<file path="src/rtl/addr_range_monitor.sv">
`default_nettype none
// +----------------------------------------------------------------------------+
// | Module      : addr_range_monitor                                           |
// | Description : Passive, bindable address-range checker. Compares every      |
// |               valid access against NUM_WIN programmable inclusive windows |
// |               and reports out-of-range accesses through a pulse, a sticky |
// |               flag, a first-violation address capture, a saturating       |
// |               counter and a threshold interrupt.                          |
// |               Optional macro ADDR_RANGE_MONITOR_ASSERT_EN compiles in a    |
// |               violation assertion and an IDLE->TRIPPED cover property.    |
// | Revision    : 1.0 - initial release                                        |
// +----------------------------------------------------------------------------+
module addr_range_monitor #(
  parameter int ADDR_W     = 8,
  parameter int NUM_WIN    = 4,
  parameter int CNT_W      = 8,
  parameter int IRQ_THRESH = 1,
  localparam int IDX_W     = (NUM_WIN > 1) ? $clog2(NUM_WIN) : 1
) (
  input  logic              clk,
  input  logic              rst_n,
  input  logic              acc_valid,
  input  logic [ADDR_W-1:0] acc_addr,
  input  logic              cfg_we,
  input  logic [IDX_W-1:0]  cfg_idx,
  input  logic              cfg_en,
  input  logic [ADDR_W-1:0] cfg_lo,
  input  logic [ADDR_W-1:0] cfg_hi,
  input  logic              clr,
  output logic              viol_pulse,
  output logic              viol_sticky,
  output logic [ADDR_W-1:0] viol_addr,
  output logic [CNT_W-1:0]  viol_count,
  output logic              irq
);

  localparam logic [CNT_W-1:0] CNT_MAX  = {CNT_W{1'b1}};
  localparam logic [CNT_W-1:0] THRESH_C = CNT_W'(IRQ_THRESH);

  typedef enum logic [1:0] {
    ST_IDLE     = 2'd0,
    ST_COUNTING = 2'd1,
    ST_TRIPPED  = 2'd2
  } state_t;

  logic [NUM_WIN-1:0] en_q;
  logic [ADDR_W-1:0]  lo_q [NUM_WIN];
  logic [ADDR_W-1:0]  hi_q [NUM_WIN];

  logic [NUM_WIN-1:0] w_match;
  logic               w_armed;
  logic               w_viol;

  state_t             state_q, state_d;
  logic               pulse_q, pulse_d;
  logic               sticky_q, sticky_d;
  logic [ADDR_W-1:0]  addr_q, addr_d;
  logic [CNT_W-1:0]   count_q, count_d;

  // Per-window inclusive unsigned range match; lo > hi can never satisfy both.
  for (genvar g = 0; g < NUM_WIN; g++) begin : g_match
    assign w_match[g] = en_q[g] && (acc_addr >= lo_q[g]) && (acc_addr <= hi_q[g]);
  end

  assign w_armed = |en_q;
  assign w_viol  = acc_valid && w_armed && !(|w_match);

  // Window register file; indices that name no window are silently dropped.
  always_ff @(posedge clk) begin
    if (!rst_n) begin
      en_q <= '0;
      for (int w = 0; w < NUM_WIN; w++) begin
        lo_q[w] <= '0;
        hi_q[w] <= '0;
      end
    end else begin
      for (int w = 0; w < NUM_WIN; w++) begin
        if (cfg_we && (cfg_idx == IDX_W'(w))) begin
          en_q[w] <= cfg_en;
          lo_q[w] <= cfg_lo;
          hi_q[w] <= cfg_hi;
        end
      end
    end
  end

  // Status and state registers.
  always_ff @(posedge clk) begin
    if (!rst_n) begin
      state_q  <= ST_IDLE;
      pulse_q  <= 1'b0;
      sticky_q <= 1'b0;
      addr_q   <= '0;
      count_q  <= '0;
    end else begin
      state_q  <= state_d;
      pulse_q  <= pulse_d;
      sticky_q <= sticky_d;
      addr_q   <= addr_d;
      count_q  <= count_d;
    end
  end

  // Next-state: clr outranks a concurrent violation; capture only from IDLE.
  always_comb begin
    state_d  = state_q;
    pulse_d  = 1'b0;
    sticky_d = sticky_q;
    addr_d   = addr_q;
    count_d  = count_q;
    if (clr) begin
      state_d  = ST_IDLE;
      sticky_d = 1'b0;
      addr_d   = '0;
      count_d  = '0;
    end else if (w_viol) begin
      pulse_d  = 1'b1;
      sticky_d = 1'b1;
      count_d  = (count_q == CNT_MAX) ? count_q : count_q + 1'b1;
      if (state_q == ST_IDLE) begin
        addr_d = acc_addr;
      end
      if (state_q != ST_TRIPPED) begin
        state_d = (count_d >= THRESH_C) ? ST_TRIPPED : ST_COUNTING;
      end
    end
  end

  assign viol_pulse  = pulse_q;
  assign viol_sticky = sticky_q;
  assign viol_addr   = addr_q;
  assign viol_count  = count_q;
  assign irq         = (state_q == ST_TRIPPED);

`ifdef ADDR_RANGE_MONITOR_ASSERT_EN
  // Flags every out-of-range access as it is sampled.
  a_no_violation : assert property (@(posedge clk) disable iff (!rst_n) !w_viol)
    else $error("addr_range_monitor: out-of-range access at address 0x%0h", acc_addr);

  // Direct trip from a clean state (reachable when the threshold is 1).
  c_idle_to_tripped : cover property (@(posedge clk) disable iff (!rst_n)
    (state_q == ST_IDLE) ##1 (state_q == ST_TRIPPED));
`else
`endif

endmodule
`default_nettype wire

</file>
<file path="config.mk">
export PLATFORM = sky130hd
export DESIGN_NAME = addr_range_monitor
export DESIGN_NICKNAME = d
export VERILOG_FILES = /design/src/rtl/addr_range_monitor.sv
export SDC_FILE = /design/constraint.sdc
export NUM_CORES = 1
export LEC_CHECK = 0
export ABC_AREA = 1
export ABC_CLOCK_PERIOD_IN_PS = 1900
export CAP_MARGIN = 10
export CORE_MARGIN = 4
export CORE_UTILIZATION = 40
export CTS_CLUSTER_DIAMETER = 30
export DETAILED_ROUTE_END_ITERATION = 6
export REMOVE_ABC_BUFFERS = 1
export SLEW_MARGIN = 20
export SYNTH_ARGS = -nofsm -noshare
export SYNTH_HDL_FRONTEND = slang
export SYNTH_SLANG_ARGS = --single-unit
</file>
<file path="constraint.sdc">
create_clock -name clk -period 1.9 [get_ports clk]
set_input_delay 0.38 -clock clk [delete_from_list [all_inputs] [get_ports clk]]
set_output_delay 0.38 -clock clk [all_outputs]
set_load 0.02 [all_outputs]
</file>
# Word-level counts from Yosys, hierarchy flattened
# Memories as Yosys holds them, arrays and structs flattened.
# Index checks and enable logic that the tools add are counted.
# Widths: inputs -> output; s select.
[classes]
addsub = 1
mux = 24
eq_ne = 6
n_shift = 0
reduce_logical = 22
n_div = 0
n_bitwise = 9
n_lt_le_gt_ge = 9
multipliers = 0
[op_table]
columns = ["cell", "count"]
rows = [
  ["$mux 8", 9],
  ["$ge 8x8->1", 4],
  ["$le 8x8->1", 4],
  ["$logic_and 1x1->1", 14],
  ["$mux 1", 14],
  ["$add 8x1->8 const B", 1],
  ["$eq 8x8->1 const B", 1],
  ["$ge 8x1->1 const B", 1],
  ["$or 1x1->1", 8],
  ["$reduce_or 4->1", 2],
  ["$eq 2x2->1 const B", 3],
  ["$logic_not 2->1", 2],
  ["$reduce_and 2->1", 2],
  ["$eq 2x1->1 const B", 1],
  ["$mux 2", 1],
  ["$ne 2x2->1 const B", 1],
  ["$reduce_or 2->1", 1],
  ["$logic_not 1->1", 1],
  ["$not 1->1", 1],
]
[totals]
n_memories = 2
latch_bits = 0
regBits = 24
romBits = 0
wordCells = 82
in_bits = 32
mem_bits_rw = 64
[mem_list]
columns = ["memory", "words", "word_bits", "rd", "rd_ports_with_merged_regs", "wr", "line_no", "rtl"]
rows = [
  ["hi_q", 4, 8, 4, 0, 4, "48", "logic [ADDR_W-1:0] hi_q [NUM_WIN];"],
  ["lo_q", 4, 8, 4, 0, 4, "47", "logic [ADDR_W-1:0] lo_q [NUM_WIN];"],
]

# Depth between registers and ports, before layout
# Gate-level depths: netlist of run 1.
[logic_depth]
depth_word = 7
depth_mapped = 17
depth_no_buf = 17

# Worst setup path after synthesis of run 1
# No wires, ideal clock.
[synth_timing]
path_type = "input to register"
startpoint = "input acc_addr[0]"
endpoint = "register count_q[0], in the netlist viol_count[0]"
path_stages = 15
required_ps = 1768
path_slack_ps = 3
arrival_ps = 1764
n_path_buf = 1
path_cell_list = "inv_1 ha_1 nand2_1 nor2_1 nor2_1 nand2_1 nand2_1 nand2_1 nand3_2 nand2_4 nor2_8 nand2_4 buf_6 nand2_1 a21oi_1"
[synth_between]
elab_chain_cells = 6
[synth_lines]
columns = ["item", "line_no", "rtl"]
rows = [
  ["from (decl)", "23", "input logic [ADDR_W-1:0] acc_addr,"],
  ["$ge 8x8->1", "62", "assign w_match[g] = en_q[g] && (acc_addr >= lo_q[g]) && (acc_addr <= hi_q[g]);"],
  ["$logic_and 1x1->1 (2 in series)", "62", ""],
  ["$reduce_or 4->1 *", "66", "assign w_viol = acc_valid && w_armed && !(|w_match);"],
  ["$logic_not 1->1 *", "66", ""],
  ["$logic_and 1x1->1 *", "66", ""],
  ["to (signal assigned)", "100", "count_q <= count_d;"],
  ["to (decl)", "58", "logic [CNT_W-1:0] count_q, count_d;"],
]
# Mark *: on every way between the ends. The rest lies on a longest branch, timed or not.
# A chain may end at the register's enable or synchronous reset.

# Worst setup path after layout of run 1
[layout_timing]
startpoint = "input acc_addr[1]"
endpoint = "register count_q[0], in the netlist viol_count[0]"
# Same word-level chain as after synthesis.

==> impl_metrics.py, run 1 <==
metrics = {
    "setup_path": {
        "cp-startpoint": "acc_addr[1]",
        "r2r_cells": 15,
        "worst_ep_required_time_ns": 2.18,
        "criticalPathCategory": "in -> reg",
        "r2r-end": "viol_count[0]$_SDFFE_PP0P_",
        "crit_chain": "buf_2 -> bufbuf_16 -> ha_1 -> nand2_1 -> nand2_1 -> nand2_1 -> nand2_1 -> nand2_1 -> nand2_1 -> nand2_1 -> nand3_2 -> nand2_4 -> nor2_8 -> buf_12 -> buf_8 -> nand3_2 -> a21oi_1",
        "worstSetupStartpointType": "input pin",
        "crit_top_cell": "nand2_1",
        "endpoint_kind": "flip-flop",
        "rrSetupSlack_ns": -0.04,
        "cp_slowest_cell": "ha_1",
        "cp.arrival_ns": 2.25,
        "crit_fanout": 5,
        "cp_slowest_stage_delay_ns": 0.30,
        "r2r_start": "lo_q[2][3]$_SDFFCE_PN0P_",
    },
    "timing": {
        "grt_setup_unrepaired": "yes",
        "slew_violations": 0,
        "hold_viol": 0,
        "post-route-period-util_pct": 104,
        "fin_ws_ns": -0.0717,
        "tightest_slew_ns": 0.671,
        "setup_violations": 20,
        "fin_tns_setup_ns": -0.704,
        "slew_headroom_pct": 55.1,
        "fmax_mhz": 507,
        "period_needed_ns": 1.97,
        "finalClockSkew_ns": 0.00555,
    },
    "final_layout": {
        "drive_gt1_share_pct": 22.9,
        "n_fill_cell": 1140,
        "stdcell_count": 923,
        "final_nets": 839,
        "synthToLayoutAreaGrowth_pct": 36.8,
        "antenna_cells": 0,
    },
    "cts": {
        "clockBufferDepth": 2,
        "cts_tree": "built",
        "root_buffer": "clkbuf_16",
        "cts_made_buffers": 9,
        "cts_sinks": 88,
        "clk_pin_slew_ns": 0.06,
        "htreeDepth": 3,
        "insertion_delay_ns": 0.35,
    },
    "synthesis": {
        "synth_edf_count": 64,
        "ys_ff_latch": 88,
        "ys_warn_count": 0,
        "syn-cell-area_um2": 5360,
        "synth_area_leaders": "edfxtp_1 (36%), ha_1 (15%), inv_1 (9.5%)",
        "post-synth-top-count-cell": "inv_1",
        "synth_common_cells": "inv_1 (135), nand2_1 (120), nor2_1 (108), ha_1 (65), edfxtp_1 (64)",
        "avgSynthCellArea_um2": 8.35,
        "synth.distinct_cells": 34,
        "ys_async_sr_fraction_pct": 0,
        "seq_area_frac_synth_pct": 44.8,
        "synth_cells": 642,
        "yosys.area.top_type": "edfxtp_1",
        "yosys.area.top_type_share_pct": 35.8,
        "synth_top_flop_cell": "edfxtp_1",
    },
    "floorplanning": {
        "start_util_pct": 40.6,
        "fp.dieH_um": 124,
        "die_area_um2": 15300,
        "rows": 42,
        "io_pins": 51,
        "core_um2": 13200,
        "fp.dieW_um": 124,
    },
    "min_path": {
        "hold_end": "viol_sticky$_SDFFE_PP0P_",
        "holdCritPathClass": "reg -> reg",
        "min_path_cells": 2,
        "min_from": "viol_sticky$_SDFFE_PP0P_",
    },
    "route": {
        "drc": 0,
        "via_count": 4431,
        "initialDrtViolationCount": 200,
        "dr.pass1.iters": 4,
        "postRouteAntennaNets": 0,
        "routed_wl_mm": 13.3,
        "viasPerCell": 4.80,
        "post_drt_wl_per_cell_um": 14.4,
    },
    "global_routing": {
        "grt_antenna_before_repair": 0,
        "grt_overflow_total": 0,
        "grt_pass1_wl_mm": 21.6,
        "first_global_vias": 4510,
        "grt_use_total_pct": 18.7,
        "grt_max_degree": 18,
    },
    "run_status": {
        "failed_checks": "negative setup slack",
        "status": "finished, violations left",
    },
    "placement": {
        "place_inst": 891,
        "place_hpwl_mm": 9.29,
        "portBuffers": 50,
        "place.gp.congestion": 0.865,
        "post-place-ws_ns": -0.764,
    },
    "power_and_ir_drop": {
        "power_density_nw_per_um2": 659,
        "totalPowerFinal_mw": 4.83,
        "power.leakage_nw": 3.28,
        "vdd_drop_max_mv": 0.616,
    },
    "job": {
        "maxCapViolations": 0,
    },
}
## worst max path at each step
stage	slack [ns]	depth (start not counted)	end
detailed placement	-0.76	15	state_q[0]$_SDFFE_PP0P_
global route	-0.18	15	viol_addr[7]$_SDFFE_PP0P_
floorplan	-0.02	14	state_q[1]$_SDFFE_PP0P_
global placement	-0.71	15	state_q[1]$_SDFFE_PP0P_
finish	-0.07	17	viol_count[0]$_SDFFE_PP0P_
CTS	-0.07	15	state_q[0]$_SDFFE_PP0P_
## what timing repair did
action	4_1_cts	5_1_grt
hold buffers	0	0
setup endpoints to repair	21	20
resized for setup	82	40
setup buffers	11	2
gates cloned	3	0
pin swaps	32	17
## layout by cell type (no fill, tap or decap), drive strengths merged, types with 11 or more instances in the layout
cell type and count:
o21ai 11, buf 50, a21oi 25, nor2 114
clkbuf 15, edfxtp 64, nand4 15, clkdlybuf4s50 40
dfxtp 24, ha 65, nand2 126, nand3 26
inv 138
## logic make-up after synthesis
family,Yosys count,synth area share [%]
xor gates and xnor gates,1,0.163
adders and majority gates,65,15.2
DFF,88,44.8
buffers and inverters,152,11.0
and+or+nand+nor,289,23.8
AOI/OAI and AO/OA,47,5.06
## where the power goes
group          switching, mW  internal [mW]  total [mW]
clock network          0.700          0.917        1.62
registers             0.0386           2.18        2.21
logic                  0.546          0.458        1.00
total                   1.29           3.55        4.83
## registers in the layout, summed over array words and instances, names as in the netlist
name and cells:
hi_q 32, lo_q 32, viol_addr 8, viol_count 8
en_q 4, state_q 2, viol_pulse 1, viol_sticky 1
## worst max-delay path: cells and delay by family
kind / cells / cell delay (ns)
adders and majority gates: 1 / 0.30
AOI/OAI and AO/OA: 1 / 0.13
buffers and inverters: 4 / 0.67
and+or+nand+nor: 11 / 0.76
## final cells by class
class	instances	area, um^2	area share [%]
Tap cell	176	220	3.00
Clock buffer	14	254	3.46
Clock inverter	2	8.76	0.119
Multi-Input combinational cell	403	2850	38.9
Inverter	142	537	7.32
Timing Repair Buffer	98	1060	14.5
Sequential cell	88	2400	32.8
## layer usage
metal,track usage (%),part of all wire [%],vias to the layer above
met5,0,0,-
met1,21.0,40,2037
li1,-,-,2234
met2,33.7,51,128
met4,6.99,2.4,0
met3,5.13,6.0,32
## stage by stage
| step | util, % | area (um^2) | hold slack, ns |
|---|---|---|---|
| 2_1_floorplan | - | 5300 | 0.459 |
| 3_3_place_gp | 48.3 | 6370 | 0.450 |
| 3_5_place_dp | 48.3 | 6370 | 0.449 |
| 4_1_cts | 54.5 | 7180 | 0.458 |
| 5_1_grt | 55.6 | 7330 | 0.513 |
| 6_report | 55.6 | 7330 | 0.473 |
Power figures use the tool's default switching activity.
==> inputs of run 2 (changes only) <==
--- a/config.mk
+++ b/config.mk
@@ -6,7 +6,6 @@
 export NUM_CORES = 1
 export LEC_CHECK = 0
 export ABC_AREA = 1
-export ABC_CLOCK_PERIOD_IN_PS = 1900
 export CAP_MARGIN = 10
 export CORE_MARGIN = 4
 export CORE_UTILIZATION = 40
==> results of run 2 <==
No change in the layout: final DEF, timing and power equal those of run 1.
==> inputs of run 3 (changes only) <==
--- a/config.mk
+++ b/config.mk
@@ -6,11 +6,13 @@
 export NUM_CORES = 1
 export LEC_CHECK = 0
 export ABC_AREA = 1
+export ABC_CLOCK_PERIOD_IN_PS = 1900
 export CAP_MARGIN = 10
 export CORE_MARGIN = 4
-export CORE_UTILIZATION = 40
+export CORE_UTILIZATION = 45
 export CTS_CLUSTER_DIAMETER = 30
 export DETAILED_ROUTE_END_ITERATION = 6
+export PLACE_DENSITY = 0.68
 export REMOVE_ABC_BUFFERS = 1
 export SLEW_MARGIN = 20
 export SYNTH_ARGS = -nofsm -noshare
==> run 3 against run 2 <==
  * Largest power group unchanged
  * Combinational power about the same
  * The run still ends with negative setup slack left
  * Critical path type is now reg -> reg
  * Cell count down 3.3%
  * First-iteration DRC count up 36%
==> impl_metrics.py, run 3 (synthesis results as in run 1) <==
metrics = {
    "route": {
        "post_drt_wl_per_cell_um": 15.0,
        "routed_wl_mm": 13.4,
        "via_count": 4532,
        "initialDrtViolationCount": 272,
        "postRouteAntennaNets": 0,
        "viasPerCell": 5.08,
        "dr.pass1.iters": 5,
        "drc": 0,
    },
    "cts": {
        "cts_made_buffers": 9,
        "clockBufferDepth": 2,
        "htreeDepth": 3,
        "cts_tree": "built",
        "cts_sinks": 88,
        "insertion_delay_ns": 0.35,
        "root_buffer": "clkbuf_16",
        "clk_pin_slew_ns": 0.06,
    },
    "final_layout": {
        "seq_area_um2": 2400,
        "multiInputGateArea_um2": 2720,
        "final_nets": 842,
        "n_fill_cell": 981,
        "synthToLayoutAreaGrowth_pct": 31.9,
        "stdcell_count": 893,
        "final_common_cell": "inv_1",
        "antenna_cells": 0,
        "reg_top3": "hi_q x32, lo_q x32",
        "drive_gt1_share_pct": 20.5,
        "final_cell_mix": "inv_1 (127), nand2_1 (104), nor2_1 (102)",
    },
    "floorplanning": {
        "rows": 39,
        "fp.dieW_um": 117,
        "core_um2": 11500,
        "fp.dieH_um": 117,
        "start_util_pct": 46.6,
        "die_area_um2": 13700,
        "io_pins": 51,
    },
    "timing": {
        "whs_ns": 0.488,
        "grt_setup_unrepaired": "yes",
        "slew_violations": 0,
        "setup_violations": 20,
        "finalClockSkew_ns": 0.00754,
        "post-route-period-util_pct": 110,
        "hold_viol": 0,
        "tightest_slew_ns": 0.632,
        "fin_ws_ns": -0.197,
        "slew_headroom_pct": 57.7,
        "fmax_mhz": 477,
        "period_needed_ns": 2.10,
    },
    "placement": {
        "post-place-ws_ns": -0.768,
        "place.gp.congestion": 0.846,
        "place_inst": 858,
        "portBuffers": 50,
        "place_hpwl_mm": 9.41,
    },
    "global_routing": {
        "grt_max_degree": 17,
        "grt_pass1_wl_mm": 21.6,
        "first_global_vias": 4595,
        "grt_overflow_total": 0,
        "grt_antenna_before_repair": 0,
        "grt_use_total_pct": 20.7,
    },
    "power_and_ir_drop": {
        "power.leakage_nw": 3.25,
        "power_density_nw_per_um2": 696,
        "totalPowerFinal_mw": 4.92,
        "vdd_drop_max_mv": 0.383,
    },
    "run_status": {
        "status": "finished, violations left",
        "failed_checks": "negative setup slack",
    },
    "job": {
        "maxCapViolations": 0,
    },
    "min_path": {
        "holdCritPathClass": "reg -> reg",
    },
    "setup_path": {
        "endpoint_kind": "flip-flop",
        "criticalPathCategory": "reg -> reg",
        "worstSetupStartpointType": "flip-flop",
        "worst_ep_required_time_ns": 2.16,
        "cp.arrival_ns": 2.36,
        "crit_fanout": 7,
    },
}
[run 3: area by class of cell]
class                   instances  area share [%]
multi-input cells             404            38.4
flip-flops and latches         88            34.0
inverters                     142            7.55
clock buffers                  12            3.34
well taps                     143            2.53
clock inverters                 4           0.654
repair buffers                100            13.5
[run 3: final timing paths]
kind                            start                    endpoint  slack [ns]  cells after the start
max reg2reg  lo_q[3][0]$_SDFFCE_PN0P_  viol_count[3]$_SDFFE_PP0P_       -0.20                     12
min reg2reg   state_q[0]$_SDFFE_PP0P_     state_q[0]$_SDFFE_PP0P_        0.49                      2
max          lo_q[3][0]$_SDFFCE_PN0P_  viol_count[3]$_SDFFE_PP0P_       -0.20                     12
min           state_q[0]$_SDFFE_PP0P_     state_q[0]$_SDFFE_PP0P_        0.49                      2
[run 3: power by group]
group | internal [mW] | leakage, nW | switching [mW]
Clock | 1.01 | 0.134 | 0.722
Sequential | 2.17 | 0.824 | 0.0423
Combinational | 0.422 | 2.29 | 0.549
Total | 3.61 | 3.25 | 1.31
[run 3: routing by layer]
layer / up-vias / share of wire (%) / global-route usage [%]
met4: 0 / 2.9 / 8.56
met1: 2166 / 43 / 25.6
met2: 100 / 50 / 35.9
li1: 2243 / - / -
met5: - / 0 / 0
met3: 23 / 4.0 / 3.19
[run 3: repair_timing]
item,4_1_cts,5_1_grt
setup endpoints to repair,21,20
hold buffers,0,0
pin swaps,37,30
gates resized for setup,62,40
setup buffers,11,3
cloned,3,2
[run 3: per-stage QoR]
step / util (%) / area [um^2] / setup TNS [ns]
global placement: 54.5 / 6280 / -13.60
floorplan: - / 5300 / -0.0219
CTS: 59.9 / 6900 / -0.935
finish: 61.4 / 7070 / -2.40
detailed placement: 54.5 / 6280 / -15.87
global route: 61.4 / 7070 / -3.98
[run 3: worst max-delay path, cell delays in order (launching register included)]
cell	delay, ns
edfxtp_1	0.45
ha_4	0.30
inv_2	0.03
nand2_2	0.07
a21oi_2	0.06
o21ai_1	0.15
buf_4	0.16
nand2_4	0.05
nand2_4	0.07
nand3_4	0.20
nand2_4	0.19
nand2_1	0.09
a21oi_1	0.17
==> variant 1 (config.mk and constraints of run 1) <==
The 3 states of `state_t` get a one-hot encoding in 3 bits.
--- a/src/rtl/addr_range_monitor.sv
+++ b/src/rtl/addr_range_monitor.sv
@@ -37,10 +37,10 @@
   localparam logic [CNT_W-1:0] CNT_MAX  = {CNT_W{1'b1}};
   localparam logic [CNT_W-1:0] THRESH_C = CNT_W'(IRQ_THRESH);
 
-  typedef enum logic [1:0] {
-    ST_IDLE     = 2'd0,
-    ST_COUNTING = 2'd1,
-    ST_TRIPPED  = 2'd2
+  typedef enum logic [2:0] {
+    ST_IDLE     = 3'b001,
+    ST_COUNTING = 3'b010,
+    ST_TRIPPED  = 3'b100
   } state_t;
 
   logic [NUM_WIN-1:0] en_q;
Function: no difference found for any inputs over 4 cycles, from zero or initial values and one cycle with rst_n low; so few cycles prove little.
==> variant 1 against run 1 <==
The run still ends with negative setup slack left. Synthesized area fell by 2.0%. Worst setup slack got worse by 0.028 ns. Sequential share of layout area rose by 1.7 points. Design area fell by 4.2%. Power rose by 1.8%. Register-to-register slack got worse by 0.06 ns. Cell count fell by 1.3%. Critical endpoint is now viol_addr[0]. Combinational power barely moved. Die area fell by 1.9%. Wire length rose by 0.83%. Via count fell by 2.5%. Sequential cell count rose by 1. Highest routed layer unchanged. Utilization fell by 0.40 points.
==> variant 1: results (changes against run 1) <==
| Metric | Value |
|---|---|
| Status | finished with violations |
| Failing checks | negative setup slack |
| Vias in the first global route | 4388 (-2.7%) |
| GPL Wtd Cong | 0.844 (-2.5%) |
| Synth Area in Compound Gates | 0.0462 (-0.00445) |
| Hold depth | 4 (+2) |
| Top cells by area, synth | edfxtp_1, ha_1, nor2_1 |
| Synth cell count leaders | nor2_1, inv_1, nand2_1 |
| Dpl cells | 882 (-1.0%) |
| Nets@finish | 831 (-0.95%) |
| DR WL/cell | 14.7 µm (+2.2%) |
| Net Sw Power | 0.00131 W (+2.2%) |
| Final Setup Violations | 16 (-20%) |
| PwrDens | 701 nW/µm² (+6.3%) |
| Area after DPL | 6220 µm² (-2.4%) |
| Final setup margin | -0.0999 ns (-0.0282 ns) |
| Iter 0 DRT Violations | 197 (-1.5%) |
| Pre-CTS setup slack | -0.824 ns (-0.0595 ns) |
| Vias | 4319 (-2.5%) |
| Pleak | 3.28 nW (about the same) |
| Synth unique cells | 33 (-2.9%) |
| Setup Crit Path Kind | flip-flop to flip-flop |
| Xor and xnor fraction of the mapped netlist area | 0.00500 (+0.00337) |
| Worst Path Max Fanout | 8 (+3) |
| R2r worst-path depth | 13 (-2) |
| Crit path to | viol_addr[0] |
| Non-Filler Instances | 911 (-1.3%) |
| Synth Area in Adders | 0.155 (+0.00307) |
-- variant 1: cell types whose count changed in the layout (fill, tap and decap cells not counted), sizes merged, moves of 4 or more --
cell	delta
nand4	-9
a21oi	-5
clkdlybuf4s15	-4
buf	+4
inv	-10
nor2	+24
nand3	-8
-- variant 1: repair_timing --
action	in CTS	in global routing
setup endpoints to repair	22	22
gates cloned	8	0
pin swaps	26	3
setup buffers	4	1
gates resized for setup	105	13
-- variant 1: cell type report --
class,count,area [µm²],area share
repair buffers,98,925,0.132
clock inverters,3,16.3,0.00232
well taps,172,215,0.0306
multi-input cells,408,2690,0.383
flip-flops and latches,89,2420,0.345
inverters,128,490,0.0698
clock buffers,13,262,0.0372
-- variant 1: routing by layer --
metal / vias up / global-route usage / part of all wire
met5: - / 0 / 0
met4: 0 / 0.0441 / 0.013
met3: 14 / 0.0488 / 0.044
met2: 78 / 0.335 / 0.49
met1: 2020 / 0.241 / 0.45
li1: 2207 / - / -
==> variant 2 (settings of run 1) <==
Made on the original files. The parameter `CNT_W` goes from 8 to 12.
--- a/src/rtl/addr_range_monitor.sv
+++ b/src/rtl/addr_range_monitor.sv
@@ -13,7 +13,7 @@
 module addr_range_monitor #(
   parameter int ADDR_W     = 8,
   parameter int NUM_WIN    = 4,
-  parameter int CNT_W      = 8,
+  parameter int CNT_W      = 12,
   parameter int IRQ_THRESH = 1,
   localparam int IDX_W     = (NUM_WIN > 1) ? $clog2(NUM_WIN) : 1
 ) (
Interface: changed (resized viol_count); port bits go from 51 to 55. The function was not compared with the original's and may differ.
==> variant 2 against run 1 <==
The run still ends with negative setup slack left. Highest routed layer unchanged. First-iteration DRC count increased by 14%. Critical path depth decreased by 2. Power increased by 0.39%. Register-to-register slack got worse by 0.12 ns. Die area increased by 2.4%. Synthesized area increased by 2.5%. Count of clock-buffer cells in the layout decreased by 2. Sequential cell count increased by 4. Wire length increased by 8.0%. Worst setup slack got worse by 0.16 ns. Largest cell class unchanged. Design area increased by 0.58%.
==> variant 2: results (changes against run 1) <==
| Metric | Value |
|---|---|
| Status | finished with violations |
| Failing checks | negative setup slack |
| Slew margin rel. | 0.670 (+0.119) |
| Reg-to-Reg Start | hi_q[2][7] |
| Combinational power | 0.000950 W (-5%) |
| FF-to-FF End | viol_addr[1] |
| DP HPWL | 10500 µm (+13%) |
| R2r worst-path depth | 14 (-1) |
| Max VDD drop | 0.388 mV (-37%) |
| Register area share after synthesis | 0.452 (+0.00345) |
| GPL Wtd Cong | 0.822 (-5.0%) |
| Worst-path clk slew | 0.06 ns (about the same) |
| H-Tree Depth | 3 (unchanged) |
| Met2 usage | 0.332 (-0.00476) |
| Wire length on met3 | 554 µm (-31%) |
| Top cells by area, synth | edfxtp_1, ha_1, dfxtp_1 |
| Post-CTS Setup Bufs | 10 (-1) |
| PostCTS Resize Cnt | 83 (+1.2%) |
| Dpl cells | 923 (+3.6%) |
| Worst Setup SP | acc_addr[7] |
| Non-Filler Instances | 950 (+2.9%) |
| Vias in the first global route | 4791 (+6.2%) |
| Min-delay src | acc_addr[0] |
| Total GRT Usage | 0.185 (-0.00185) |
| Vias | 4686 (+5.8%) |
| R2R Setup Slk | -0.16 ns (-0.12 ns) |
| Layout cell share with drive strength beyond 1 | 0.202 (-0.0274) |
| Net Sw Power | 0.00130 W (+1.4%) |
| Hold depth | 3 (+1) |
| Pleak | 3.39 nW (+3.1%) |
| First-pass GRT wire length | 23000 µm (+6.2%) |
| Mapped Cells | 660 (+2.8%) |
| Clock latency on the worst-skew pair | 0.34 ns |
| Nets@finish | 866 (+3.2%) |
| Fillers | 1241 (+8.9%) |
| Port buffer count | 54 (+8.0%) |
| Final Setup Violations | 24 (+20%) |
| Max clock buf depth | 2 (unchanged) |
| DR WL/cell | 15.1 µm (+4.9%) |
| P_seq | 0.00230 W (+4%) |
| Met1 wire length | 5950 µm (+11%) |
| Clk_skew | 0.00476 ns (-0.000792 ns) |
| GR met3 Demand/Resource | 0.0388 (-0.0125) |
| Final setup margin | -0.236 ns (-0.164 ns) |
| WHS Endpoint | viol_addr[0] |
| Iter 0 DRT Violations | 228 (+14%) |
| Synth cell count leaders | nand2_1, inv_1, nor2_1 |
| Hold Crit Class | primary input to flip-flop |
| Clock buffer count from CTS | 9 (unchanged) |
| Met2 WL | 7390 µm (+8.1%) |
| Routing usage on met1 | 0.212 (+0.00198) |
variant 2: changes by cell type after synthesis, sizes merged, moves of 2 or more:
cell | before | now
nand3b | 0 | 3
a21o | 2 | 4
a21oi | 25 | 34
nand4 | 15 | 17
xnor2 | 0 | 2
nor2 | 114 | 117
dfxtp | 24 | 28
nand2 | 125 | 137
inv | 139 | 118
buf | 4 | 6
variant 2: cells by family after synthesis:
logic type / Yosys count / share of synthesized area
and+or+nand+nor: 310 / 0.244
AOI/OAI and AO/OA: 59 / 0.0610
buffers and inverters: 131 / 0.0908
DFF: 92 / 0.452
adders and majority gates: 65 / 0.148
xor gates and xnor gates: 3 / 0.00478
variant 2: critical path: stages:
cell and delay [ns]:
dlygate4sd2_1 0.26, buf_6 0.14, ha_1 0.31, nand2_2 0.08, nor2_4 0.14, nand2_1 0.08
nand2_1 0.06, nand2_1 0.05, nand3_1 0.09, nand2_2 0.07, nor2_4 0.21, buf_6 0.14
buf_6 0.08, nand4_1 0.11, a21oi_2 0.19
variant 2: through the flow:
stage               hold slack [ns]  instance area, µm²  total power, W  setup WS [ns]  TNS (ns)
floorplan                     0.458                5450         0.00278         -0.562    -10.49
global placement              0.452                6590         0.00311          -1.03    -23.16
detailed placement            0.468                6590         0.00315          -1.06    -24.13
CTS                           0.341                7230         0.00486        -0.0909     -1.60
global route                  0.351                7380         0.00511         -0.314     -4.87
finish                        0.360                7380         0.00485         -0.236     -3.32
variant 2: area by class of cell:
cell class | count | share of cell area
inverter | 120 | 0.0612
clock buffer | 12 | 0.0321
sequential | 92 | 0.336
clock inverter | 4 | 0.00220
timing repair buffer | 109 | 0.143
tap | 176 | 0.0299
multi-input combinational | 437 | 0.395
